### src/rtl/sd_init_ctrl.sv
// SD card identification/initialisation sequencer driving cmd_driver.
// Optional CMD55+ACMD6 4-bit bus switch enabled by SD_INIT_WIDE_BUS_EN.
module sd_init_ctrl #(
    parameter int          ACMD41_RETRIES = 1000,
    parameter logic [31:0] ACMD41_ARG     = 32'h40FF8000,
    parameter int          GAP_CYCLES     = 8
) (
    input  logic          iclk,
    input  logic          irst,
    input  logic          istart,
    output logic          ocmd_start,
    output logic [5:0]    ocmd_index,
    output logic [31:0]   ocmd_arg,
    input  logic [119:0]  icmd_resp,
    input  logic          icmd_done,
    output logic [15:0]   orca,
    output logic          obusy,
    output logic          odone,
    output logic          oerror,
    output logic [2:0]    oerr_code,
    output logic          obus4
);

    typedef enum logic [3:0] {
        S_IDLE,
        S_CMD0,
        S_CMD8,
        S_CMD55,
        S_ACMD41,
        S_CMD2,
        S_CMD3,
        S_CMD7,
        S_CMD55B,
        S_ACMD6,
        S_DONE,
        S_ERROR
    } state_t;

    localparam int RW = $clog2(ACMD41_RETRIES + 1);
    localparam int GW = (GAP_CYCLES > 1) ? $clog2(GAP_CYCLES) : 1;

    localparam logic [2:0] ERR_CMD8  = 3'd1;
    localparam logic [2:0] ERR_TMO   = 3'd2;
    localparam logic [2:0] ERR_INDEX = 3'd3;

    state_t        state;
    state_t        nxt;
    logic [2:0]    nerr;
    logic          wait_gap;
    logic [RW-1:0] retry_cnt;
    logic [RW-1:0] retry_nx;
    logic [GW-1:0] gap_cnt;
    logic          gap_end;
    logic [5:0]    r_idx;
    logic [31:0]   r_arg;
    logic          unused_resp;

    assign r_idx       = icmd_resp[37:32];
    assign r_arg       = icmd_resp[31:0];
    assign unused_resp = ^{icmd_resp[119:38], icmd_resp[15:12]};
    assign retry_nx    = retry_cnt + 1'b1;
    assign gap_end     = (GAP_CYCLES == 0) ||
                         (gap_cnt == GW'(GAP_CYCLES - 1));

    function automatic logic [5:0] idx_of(state_t s);
        logic [5:0] i;
        case (s)
            S_CMD8:            i = 6'd8;
            S_CMD55, S_CMD55B: i = 6'd55;
            S_ACMD41:          i = 6'd41;
            S_CMD2:            i = 6'd2;
            S_CMD3:            i = 6'd3;
            S_CMD7:            i = 6'd7;
            S_ACMD6:           i = 6'd6;
            default:           i = 6'd0;
        endcase
        return i;
    endfunction

    function automatic logic [31:0] arg_of(state_t s, logic [15:0] rca);
        logic [31:0] a;
        case (s)
            S_CMD8:                    a = 32'h0000_01AA;
            S_CMD55, S_CMD55B, S_CMD7: a = {rca, 16'h0000};
            S_ACMD41:                  a = ACMD41_ARG;
            S_ACMD6:                   a = 32'h0000_0002;
            default:                   a = 32'h0000_0000;
        endcase
        return a;
    endfunction

    // Response check and successor for the command whose done is sampled now
    always_comb begin
        nxt  = state;
        nerr = 3'd0;
        case (state)
            S_CMD0: nxt = S_CMD8;
            S_CMD8: begin
                if (r_idx == 6'd8 && r_arg[11:0] == 12'h1AA) begin
                    nxt = S_CMD55;
                end else begin
                    nxt  = S_ERROR;
                    nerr = ERR_CMD8;
                end
            end
            S_CMD55: begin
                if (r_idx == 6'd55) begin
                    nxt = S_ACMD41;
                end else begin
                    nxt  = S_ERROR;
                    nerr = ERR_INDEX;
                end
            end
            S_ACMD41: begin
                if (r_arg[31]) begin
                    nxt = S_CMD2;
                end else if (retry_nx == RW'(ACMD41_RETRIES)) begin
                    nxt  = S_ERROR;
                    nerr = ERR_TMO;
                end else begin
                    nxt = S_CMD55;
                end
            end
            S_CMD2: nxt = S_CMD3;
            S_CMD3: begin
                if (r_idx != 6'd3) begin
                    nxt  = S_ERROR;
                    nerr = ERR_INDEX;
                end else if (r_arg[31:16] == 16'h0000) begin
                    nxt = S_CMD3;
                end else begin
                    nxt = S_CMD7;
                end
            end
            S_CMD7: begin
                if (r_idx == 6'd7) begin
`ifdef SD_INIT_WIDE_BUS_EN
                    nxt = S_CMD55B;
`else
                    nxt = S_DONE;
`endif
                end else begin
                    nxt  = S_ERROR;
                    nerr = ERR_INDEX;
                end
            end
            S_CMD55B: begin
                if (r_idx == 6'd55) begin
                    nxt = S_ACMD6;
                end else begin
                    nxt  = S_ERROR;
                    nerr = ERR_INDEX;
                end
            end
            S_ACMD6: begin
                if (r_idx == 6'd6) begin
                    nxt = S_DONE;
                end else begin
                    nxt  = S_ERROR;
                    nerr = ERR_INDEX;
                end
            end
            default: nxt = state;
        endcase
    end

    always_ff @(posedge iclk) begin
        if (irst) begin
            state      <= S_IDLE;
            wait_gap   <= 1'b0;
            retry_cnt  <= '0;
            gap_cnt    <= '0;
            ocmd_start <= 1'b0;
            ocmd_index <= 6'd0;
            ocmd_arg   <= 32'd0;
            orca       <= 16'd0;
            obusy      <= 1'b0;
            odone      <= 1'b0;
            oerror     <= 1'b0;
            oerr_code  <= 3'd0;
`ifdef SD_INIT_WIDE_BUS_EN
            obus4      <= 1'b0;
`endif
        end else begin
            case (state)
                S_IDLE, S_DONE, S_ERROR: begin
                    if (istart) begin
                        state      <= S_CMD0;
                        wait_gap   <= 1'b0;
                        retry_cnt  <= '0;
                        gap_cnt    <= '0;
                        ocmd_start <= 1'b1;
                        ocmd_index <= 6'd0;
                        ocmd_arg   <= 32'd0;
                        orca       <= 16'd0;
                        obusy      <= 1'b1;
                        odone      <= 1'b0;
                        oerror     <= 1'b0;
                        oerr_code  <= 3'd0;
`ifdef SD_INIT_WIDE_BUS_EN
                        obus4      <= 1'b0;
`endif
                    end
                end
                default: begin
                    if (wait_gap) begin
                        if (gap_end) begin
                            wait_gap   <= 1'b0;
                            gap_cnt    <= '0;
                            ocmd_start <= 1'b1;
                            ocmd_index <= idx_of(state);
                            ocmd_arg   <= arg_of(state, orca);
                        end else begin
                            gap_cnt <= gap_cnt + 1'b1;
                        end
                    end else if (ocmd_start && icmd_done) begin
                        ocmd_start <= 1'b0;
                        state      <= nxt;
                        if (state == S_ACMD41 && !r_arg[31]) begin
                            retry_cnt <= retry_nx;
                        end
                        if (state == S_CMD3 && r_idx == 6'd3) begin
                            orca <= r_arg[31:16];
                        end
                        if (nxt == S_DONE) begin
                            obusy <= 1'b0;
                            odone <= 1'b1;
`ifdef SD_INIT_WIDE_BUS_EN
                            obus4 <= 1'b1;
`endif
                        end else if (nxt == S_ERROR) begin
                            obusy     <= 1'b0;
                            oerror    <= 1'b1;
                            oerr_code <= nerr;
                        end else begin
                            wait_gap <= 1'b1;
                        end
                    end
                end
            endcase
        end
    end

`ifndef SD_INIT_WIDE_BUS_EN
    assign obus4 = 1'b0;
`endif

endmodule

### config.mk
export PLATFORM = sky130hd
export DESIGN_NAME = sd_init_ctrl
export DESIGN_NICKNAME = d
export VERILOG_FILES = /design/src/rtl/sd_init_ctrl.sv
export SDC_FILE = /design/constraint.sdc
export NUM_CORES = 1
export LEC_CHECK = 0
export BUFFER_PORTS_ARGS = -buffer_cell sky130_fd_sc_hd__buf_2
export CAP_MARGIN = 20
export CORE_ASPECT_RATIO = 0.7
export CORE_UTILIZATION = 42
export CTS_CLUSTER_SIZE = 28
export DETAILED_ROUTE_END_ITERATION = 10
export MAX_ROUTING_LAYER = met4
export PLACE_DENSITY_LB_ADDON = 0.12
export SETUP_SLACK_MARGIN = 0.3
export SLEW_MARGIN = 40
export SYNTH_ARGS = -nofsm -noshare
export SYNTH_HDL_FRONTEND = slang
export SYNTH_SLANG_ARGS = --single-unit
### constraint.sdc
create_clock -name iclk -period 2.5 [get_ports iclk]
set_input_delay 0 -clock iclk [delete_from_list [all_inputs] [get_ports iclk]]
set_output_delay 0 -clock iclk [all_outputs]
set_load 0.01 [all_outputs]
==> out/qor.tcl, run 1 <==
set qor(detail_route.wl_per_cell_um) 16.4
set qor(worst_skew_pair.late_latency_ps) 340
set qor(initial_utilization_pct) 43.7
set qor(tritoncts) {yes}
set qor(remaining_number_of_nets_flagged_by_the_antenna_check_after_routing) 0
set qor(largest_delay_contributor_family_on_the_critical_path) {compound AO/OA/AOI/OAI gates}
set qor(max-vdd-ir-drop_uv) 360
set qor(ys.warnings.count) 0
set qor(cts.path.max_buffers) 2
set qor(yosys.area_share.xor_xnor_pct) 1.17
set qor(timing.reg2reg.worst_path_depth) 8
set qor(post_route_cells_drive_above_1_share_pct) 33.7
set qor(cts.sinks) 71
set qor(cp_cell_sequence) {ha_4, nand3_4, or3_4, a222oi_1, buf_4, nand3_4, a211o_1, mux2i_1}
set qor(netlist_area_sq_um) 3730
set qor(drt-vias-per-instance) 5.59
set qor(synth-seq-area-share_pct) 38.1
set qor(drt_first_pass_iters) 5
set qor(placedCellCount) 665
set qor(floorplan.die.width_um) 115
set qor(synth_edf_count) 0
set qor(report.final.setup_viol) 0
set qor(globalRouteTotalUtil_pct) 25.8
set qor(fp.dieH_um) 80.9
set qor(crit_path_start) {retry_cnt[0]}
set qor(synthesis.instances) 460
set qor(grt_start_max_net_pins) 52
set qor(fp.dieArea_sq_um) 9280
set qor(combinational_family_with_the_most_area_after_synthesis) {simple AND/OR/NAND/NOR gates}
set qor(routed_wirelength_um) 11600
set qor(comb_power_share_pct) 11.4
set qor(hold_violations) 0
set qor(unrepaired_setup_endpoints_after_global_routing) {true}
set qor(power.internal_uw) 1930
set qor(fmax_ghz) 0.445
set qor(final.period_utilization_pct) 89.9
set qor(finalWeightedCongestion) 0.886
set qor(io_buffer_count) 87
set qor(criticalPathCategory) {flip-flop to flip-flop}
set qor(worst_path_largest_cell_delay_ps) 380
set qor(timing.max_cap.violations) 0
set qor(grt_pass1_wl_um) 17700
set qor(yosys-mux-area-fraction_pct) 1.14
set qor(core_region_area_sq_um) 8550
set qor(insertedDiodeCount) 0
set qor(layout_min_cycle_time_ps) 2250
set qor(synth-async-reset-ratio_pct) 0
set qor(power.static_leakage_uw) 0.00206
set qor(drc_errors) 0
set qor(synth-compound-area-share_pct) 23.4
set qor(end_kind) {flip-flop}
set qor(critical_path.n_buffers_inverters) 1
set qor(worst_clock_skew_ps) 4.75
set qor(finish.cell_count_without_fillers) 708
set qor(clk_pin_slew_worst_paths_ps) 60
set qor(switchingPower_uw) 697
set qor(boundary_pin_count) 186
set qor(slew-limit-headroom_pct) 53.4
set qor(worst-endpoint-required_ps) 2760
set qor(clockPowerShare_pct) 44.9
set qor(yosysUniqueCellTypes) 69
set qor(area_growth_pct) 36.4
set qor(layout.nets) 711
set qor(detailroute.via_count) 3960
set qor(crit_path_dat_ps) 2500
set qor(cts_inserted_buffers) 9
set qor(worstMarginPinSlew_ps) 694
set qor(worst_hold_startpoint) {irst}
set qor(power_density_nw_per_um2) 515
set qor(setup_tns_ps) 0
set qor(crit_path_start_kind) {flip-flop}
set qor(r2r_start) {retry_cnt[0]}
set qor(outcome) {completed}
set qor(power.share.sequential_pct) 43.6
set qor(worstHoldEndpoint) {gap_cnt[1]}
set qor(crit_path_max_fanout) 3
set qor(clock-root-buffer) {sky130_fd_sc_hd__clkbuf_16}
set qor(rrSetupSlack_ps) 250
set qor(cts.htree.levels) 3
set qor(timing.hold.worst.class) {input pin to flip-flop}
set qor(gr-total-overflow) 0
set qor(grt_pass1_vias) 3428
set qor(floorplan.rows) 28
set qor(synth-seq-cells) 71
set qor(synth_top_flop_cell) {sky130_fd_sc_hd__dfxtp_1}
set qor(dpl.hpwl_um) 8020
set qor(cpMaxStageDelayCell) {sky130_fd_sc_hd__or3_4}
set qor(synth-adder-area-share_pct) 1.61
set qor(critical_path.most_common_cell) {sky130_fd_sc_hd__nand3_4}
set qor(syn_area_per_cell_sq_um) 8.12
set qor(antenna_found_initial) 0
set qor(switching_share_pct) 26.6
set qor(capturing_point_of_the_worst_reg2reg_path) {oerr_code[0]}
set qor(initialDrtViolationCount) 337
set qor(synthSimpleGateAreaFrac_pct) 27.4
set qor(worstHoldPathCells) 2
set qor(timing_max_transition_violations_final) 0
flip-flops by register name, summed over array words and instances, names as in the netlist, named ones only:
name / flops
gap_cnt: 3
state: 4
retry_cnt: 10
oerror: 1
ocmd_start: 1
wait_gap: 1
ocmd_index: 6
oerr_code: 2
odone: 1
obusy: 1
orca: 16
ocmd_arg: 19
what timing repair did:
item,in CTS,in global routing
resized for setup,21,27
endpoints found under the hold margin,16,0
setup endpoints to repair,24,31
hold buffers,16,0
pin swaps,8,12
setup buffers,10,1
layout by cell type, fill, tap and decap left out, drive strengths merged, types with 4 or more instances in the layout:
| cell type | netlist | routed |
|---|---|---|
| buf | 21 | 132 |
| dfxtp | 71 | 71 |
| a21oi | 52 | 52 |
| nor2 | 40 | 40 |
| nand3 | 37 | 37 |
| nand2 | 33 | 33 |
| a22oi | 16 | 16 |
| dlygate4sd3 | 0 | 16 |
| o21ai | 14 | 14 |
| conb | 1 | 12 |
| and3 | 11 | 11 |
| nor3 | 10 | 10 |
| nand3b | 9 | 9 |
| clkbuf | 26 | 9 |
| a31oi | 9 | 9 |
| nor4 | 9 | 9 |
| nand4 | 8 | 8 |
| inv | 6 | 7 |
| o31ai | 7 | 7 |
| and2 | 5 | 5 |
| or3 | 5 | 5 |
| xnor2 | 4 | 4 |
| ha | 4 | 4 |
| clkinv | 0 | 4 |
power by group through the flow:
stage                     Combinational, uW  Sequential (uW)  Clock [uW]
after floorplan                         169             1170           0
after global placement                  244             1170           0
after detailed placement                251             1170           0
after CTS                               282             1140        1200
after global routing                    325             1140        1260
final                                   300             1140        1180
area by class of cell:
| class | count | area (sq um) |
|---|---|---|
| inverter | 6 | 22.5 |
| clock inverter | 7 | 47.5 |
| fill | 799 | 3450 |
| timing repair buffer | 148 | 941 |
| tap | 120 | 150 |
| multi-input combinational | 347 | 2260 |
| clock buffer | 9 | 225 |
| sequential | 71 | 1450 |
cell usage after synthesis, types with 3 or more instances:
library cell               number  area (sq um)
sky130_fd_sc_hd__a21oi_1       52           260
sky130_fd_sc_hd__a22oi_1       16           120
sky130_fd_sc_hd__a31oi_1        9          56.3
sky130_fd_sc_hd__and2_1         5          31.3
sky130_fd_sc_hd__and3_1        11          68.8
sky130_fd_sc_hd__and3b_1        3          26.3
sky130_fd_sc_hd__and4_1         3          26.3
sky130_fd_sc_hd__buf_2          5          25.0
sky130_fd_sc_hd__buf_4         15           113
sky130_fd_sc_hd__clkbuf_1      26          97.6
sky130_fd_sc_hd__dfxtp_1       71          1420
sky130_fd_sc_hd__ha_1           4          50.1
sky130_fd_sc_hd__inv_1          6          22.5
sky130_fd_sc_hd__nand2_1       33           124
sky130_fd_sc_hd__nand2b_1       3          18.8
sky130_fd_sc_hd__nand3_1       37           185
sky130_fd_sc_hd__nand3b_1       9          67.6
sky130_fd_sc_hd__nand4_1        8          50.1
sky130_fd_sc_hd__nor2_1        39           146
sky130_fd_sc_hd__nor3_1         9          45.0
sky130_fd_sc_hd__nor4_1         9          56.3
sky130_fd_sc_hd__o21a_1         3          22.5
sky130_fd_sc_hd__o21ai_0       12          60.1
sky130_fd_sc_hd__o31ai_1        7          52.6
sky130_fd_sc_hd__or3_1          5          31.3
sky130_fd_sc_hd__xnor2_1        4          35.0
routing by layer:
layer,share of wire [%],routed length [um],up-vias,global-route usage (%)
met1,48,5570,1842,35.8
met5,0,0,-,-
met2,44,5050,171,36.7
li1,-,-,1931,-
met3,6.9,803,16,6.87
met4,1.3,149,0,7.40
how the worst max path moves through the flow:
stage                         endpoint  slack [ps]  cells after the start
after floorplan              flip-flop         240                      7
after global placement           odone         100                      8
after detailed placement         odone          70                      8
after CTS                 oerr_code[0]         250                      8
after global routing      oerr_code[0]         150                      9
final                     oerr_code[0]         250                      8
metrics by stage:
step	power (uW)	util [%]	worst slack, ps	hold WS (ps)	instance area [sq um]
2_1_floorplan	1340	-	244	140	3800
3_3_place_gp	1420	51.3	100	257	4390
3_5_place_dp	1420	51.3	70.6	262	4390
4_1_cts	2620	58.2	252	66.5	4980
5_1_grt	2730	59.6	147	86.2	5090
6_report	2620	59.6	252	87.5	5090
worst register-to-register path, delay by kind of cell (launching register included):
kind / cells / cell delay (ps)
flops: 1 / 370
compound gates: 2 / 700
fa+ha+maj: 1 / 150
buf+inv: 1 / 210
simple gates: 3 / 560
mux: 1 / 190
logic make-up (layout without fill, tap and decap cells):
group	count (synthesis)	in the layout
simple gates	190	190
compound gates	131	131
flops	71	71
buf+inv	53	170
fa+ha+maj	5	5
xor+xnor	5	5
mux	4	4
other cells	1	12
(Power assumes the default switching activity.)
==> inputs of run 2 (changes only) <==
Settings changed: REMOVE_ABC_BUFFERS set to 1.
==> out/qor.tcl, run 2 (same netlist as run 1, synthesis figures left out) <==
set qor(switching_share_pct) 24.6 ;# was 26.6%
set qor(power.static_leakage_uw) 0.00211 ;# was 0.00206 uW
set qor(end_kind) {flip-flop} ;# unchanged
set qor(detail_route.wl_per_cell_um) 15.4 ;# was 16.4 um
set qor(power_density_nw_per_um2) 553 ;# was 515 nW/um^2
set qor(worst_skew_pair.late_latency_ps) 340 ;# about the same
set qor(timing.critical_path.to) {oerr_code[0]} ;# unchanged
set qor(report.final.setup_viol) 0 ;# unchanged
set qor(fp.dieH_um) 80.9 ;# unchanged
set qor(outcome) {completed} ;# unchanged
set qor(final.fill_count) 806 ;# was 799
set qor(drc_errors) 0 ;# unchanged
set qor(cts.sinks) 71 ;# unchanged
set qor(grt_start_max_net_pins) 29 ;# was 52
set qor(globalRouteTotalUtil_pct) 25.1 ;# was 25.8%
set qor(core_region_area_sq_um) 8550 ;# unchanged
set qor(unrepaired_setup_endpoints_after_global_routing) {true} ;# unchanged
set qor(final.period_utilization_pct) 91.4 ;# was 89.9%
set qor(rrSetupSlack_ps) 220 ;# was 250 ps
set qor(worst_clock_skew_ps) 6.55 ;# was 4.75 ps
set qor(worst_path_largest_cell_delay_ps) 370 ;# was 380 ps
set qor(area_of_combinational_cells_with_multiple_inputs_sq_um) 2220 ;# was 2260 sq um
set qor(boundary_pin_count) 186 ;# unchanged
set qor(cpMaxStageDelayCell) {sky130_fd_sc_hd__dfxtp_4} ;# was sky130_fd_sc_hd__or3_4
set qor(top_signal_layer_used) {met4} ;# unchanged
set qor(io_buffer_count) 87 ;# unchanged
set qor(initialDrtViolationCount) 281 ;# was 337
set qor(tritoncts) {yes} ;# unchanged
set qor(gr-total-overflow) 0 ;# unchanged
set qor(ff_latch_area_sq_um) 1440 ;# was 1450 sq um
set qor(floorplan.rows) 28 ;# unchanged
set qor(fmax_ghz) 0.438 ;# was 0.445 GHz
set qor(r2r_start) {retry_cnt[0]} ;# unchanged
set qor(finalHoldWorstSlack_ps) 114 ;# was 87.5 ps
set qor(dpl.hpwl_um) 7830 ;# was 8020 um
set qor(antenna_found_initial) 0 ;# unchanged
set qor(crit_path_dat_ps) 2510 ;# was 2500 ps
set qor(setup_tns_ps) 0 ;# unchanged
set qor(capturing_point_of_the_worst_reg2reg_path) {oerr_code[0]} ;# unchanged
set qor(clockPowerShare_pct) 49.4 ;# was 44.9%
set qor(most_common_cell_after_layout_fill_and_taps_aside) {sky130_fd_sc_hd__buf_2} ;# unchanged
set qor(floorplan.die.width_um) 115 ;# unchanged
set qor(remaining_number_of_nets_flagged_by_the_antenna_check_after_routing) 0 ;# unchanged
set qor(area_growth_pct) 37.7 ;# was 36.4%
set qor(regMostFlops) {ocmd_arg} ;# unchanged
set qor(timing.max_cap.violations) 0 ;# unchanged
set qor(layout.nets) 716 ;# was 711
set qor(timing.hold.worst.class) {input pin to flip-flop} ;# unchanged
set qor(cp_cell_sequence) {ha_4, nand3_2, or3_4, a222oi_1, buf_4, nand3_4, buf_6, a211o_4, mux2i_1} ;# was ha_4, nand3_4, or3_4, a222oi_1, buf_4, nand3_4, a211o_1, mux2i_1
set qor(power.internal_uw) 2140 ;# was 1930 uW
set qor(m1WireLength_um) 5410 ;# was 5570 um
set qor(crit_path_max_fanout) 3 ;# unchanged
set qor(switchingPower_uw) 701 ;# was 697 uW
set qor(layout_top_registers) {ocmd_arg (19), orca (16), retry_cnt (10)} ;# unchanged
set qor(comb_power_share_pct) 10.3 ;# was 11.4%
set qor(cts.path.max_buffers) 2 ;# unchanged
set qor(cts_inserted_buffers) 9 ;# unchanged
set qor(fp.dieArea_sq_um) 9280 ;# unchanged
set qor(timing.reg2reg.worst_path_depth) 9 ;# was 8
set qor(detailroute.via_count) 3971 ;# was 3960
set qor(wl_met2_um) 4840 ;# was 5050 um
set qor(crit_path_start_kind) {flip-flop} ;# unchanged
set qor(criticalPathCategory) {flip-flop to flip-flop} ;# unchanged
set qor(drt_first_pass_iters) 5 ;# unchanged
set qor(finish.utilization_pct) 60.2 ;# was 59.6%
set qor(max-vdd-ir-drop_uv) 304 ;# was 360 uV
set qor(worstMarginPinSlew_ps) 557 ;# was 694 ps
set qor(insertedDiodeCount) 0 ;# unchanged
set qor(finalWeightedCongestion) 0.891 ;# was 0.886
set qor(clock-root-buffer) {sky130_fd_sc_hd__clkbuf_16} ;# unchanged
set qor(timing_max_transition_violations_final) 0 ;# unchanged
set qor(layout_min_cycle_time_ps) 2280 ;# was 2250 ps
set qor(crit_path_start) {retry_cnt[0]} ;# unchanged
set qor(grt_pass1_wl_um) 17400 ;# was 17700 um
set qor(clk_pin_slew_worst_paths_ps) 60 ;# about the same
set qor(initial_utilization_pct) 43.7 ;# unchanged
set qor(power.share.sequential_pct) 40.3 ;# was 43.6%
set qor(hold_violations) 0 ;# unchanged
set qor(drt-vias-per-instance) 5.57 ;# was 5.59
set qor(cts.htree.levels) 3 ;# unchanged
set qor(post-layout-total-power_uw) 2850 ;# was 2620 uW
set qor(worst-endpoint-required_ps) 2730 ;# was 2760 ps
set qor(largest_register_ff_count) 19 ;# unchanged
set qor(post_route_cells_drive_above_1_share_pct) 32.5 ;# was 33.7%
set qor(routed_wirelength_um) 11000 ;# was 11600 um
set qor(grt_pass1_vias) 3544 ;# was 3428
set qor(wl_met3_um) 702 ;# was 803 um
set qor(slew-limit-headroom_pct) 62.6 ;# was 53.4%
set qor(mostFrequentLayoutCells) {sky130_fd_sc_hd__buf_2, sky130_fd_sc_hd__dfxtp_1, sky130_fd_sc_hd__a21oi_1} ;# unchanged
==> run 2: cell types whose count changed in the layout (fill, tap and decap cells not counted), sizes merged <==
cell      change
buf           +5
bufinv        +2
clkinv        -2
clkinvlp      -1
inv           +1
==> run 2: worst max-delay path, delay by kind of cell (launching register included) <==
kind / cells / cell delay [ps]
compound gates: 2 / 690
simple gates: 3 / 530
flops: 1 / 370
buf+inv: 2 / 330
fa+ha+maj: 1 / 150
mux: 1 / 120
==> run 2: worst min-delay path by stage <==
stage | startpoint | to | slack (ps) | cells after the start
4_1_cts | irst | ocmd_arg[1] | 110 | 2
5_1_grt | irst | gap_cnt[0] | 130 | 2
3_3_place_gp | icmd_resp[24] | orca[8] | 260 | 3
2_1_floorplan | irst | ocmd_arg[15] | 70 | 1
6_report | irst | gap_cnt[0] | 110 | 2
3_5_place_dp | icmd_resp[19] | orca[3] | 270 | 3
==> run 2: routing by layer <==
| metal | vias up | global-route usage (%) |
|---|---|---|
| li1 | 1936 | - |
| met1 | 1878 | 35.1 |
| met2 | 151 | 36.3 |
| met3 | 6 | 5.82 |
| met4 | 0 | 5.97 |
| met5 | - | - |
==> run 2: cell type report <==
| type | count | share of cell area (%) |
|---|---|---|
| multi-input cells | 347 | 43.1 |
| flip-flops and latches | 71 | 28.0 |
| well taps | 120 | 2.92 |
| repair buffers | 153 | 19.1 |
| inverters | 6 | 0.438 |
| clock inverters | 7 | 2.04 |
| clock buffers | 9 | 4.38 |
==> run 2: per-stage QoR <==
step,setup WS [ps],instances,instance area [sq um]
5_1_grt,43.3,713,5140
6_report,215,713,5140
4_1_cts,198,713,5100
3_5_place_dp,18.5,678,4470
2_1_floorplan,-416,424,3530
3_3_place_gp,23.0,678,4470
==> run 2: timing repair <==
item,4_1_cts,5_1_grt
endpoints found under the setup margin,20,14
setup buffers,3,0
hold buffers,16,0
endpoints found under the hold margin,16,0
resized for setup,30,12
pin swaps,5,2
==> run 2: power by group through the flow <==
stage	clock network (uW)	logic, uW	registers, uW
2_1_floorplan	0	116	1180
3_3_place_gp	0	251	1170
3_5_place_dp	0	254	1170
4_1_cts	1440	286	1150
5_1_grt	1480	318	1150
6_report	1400	294	1150
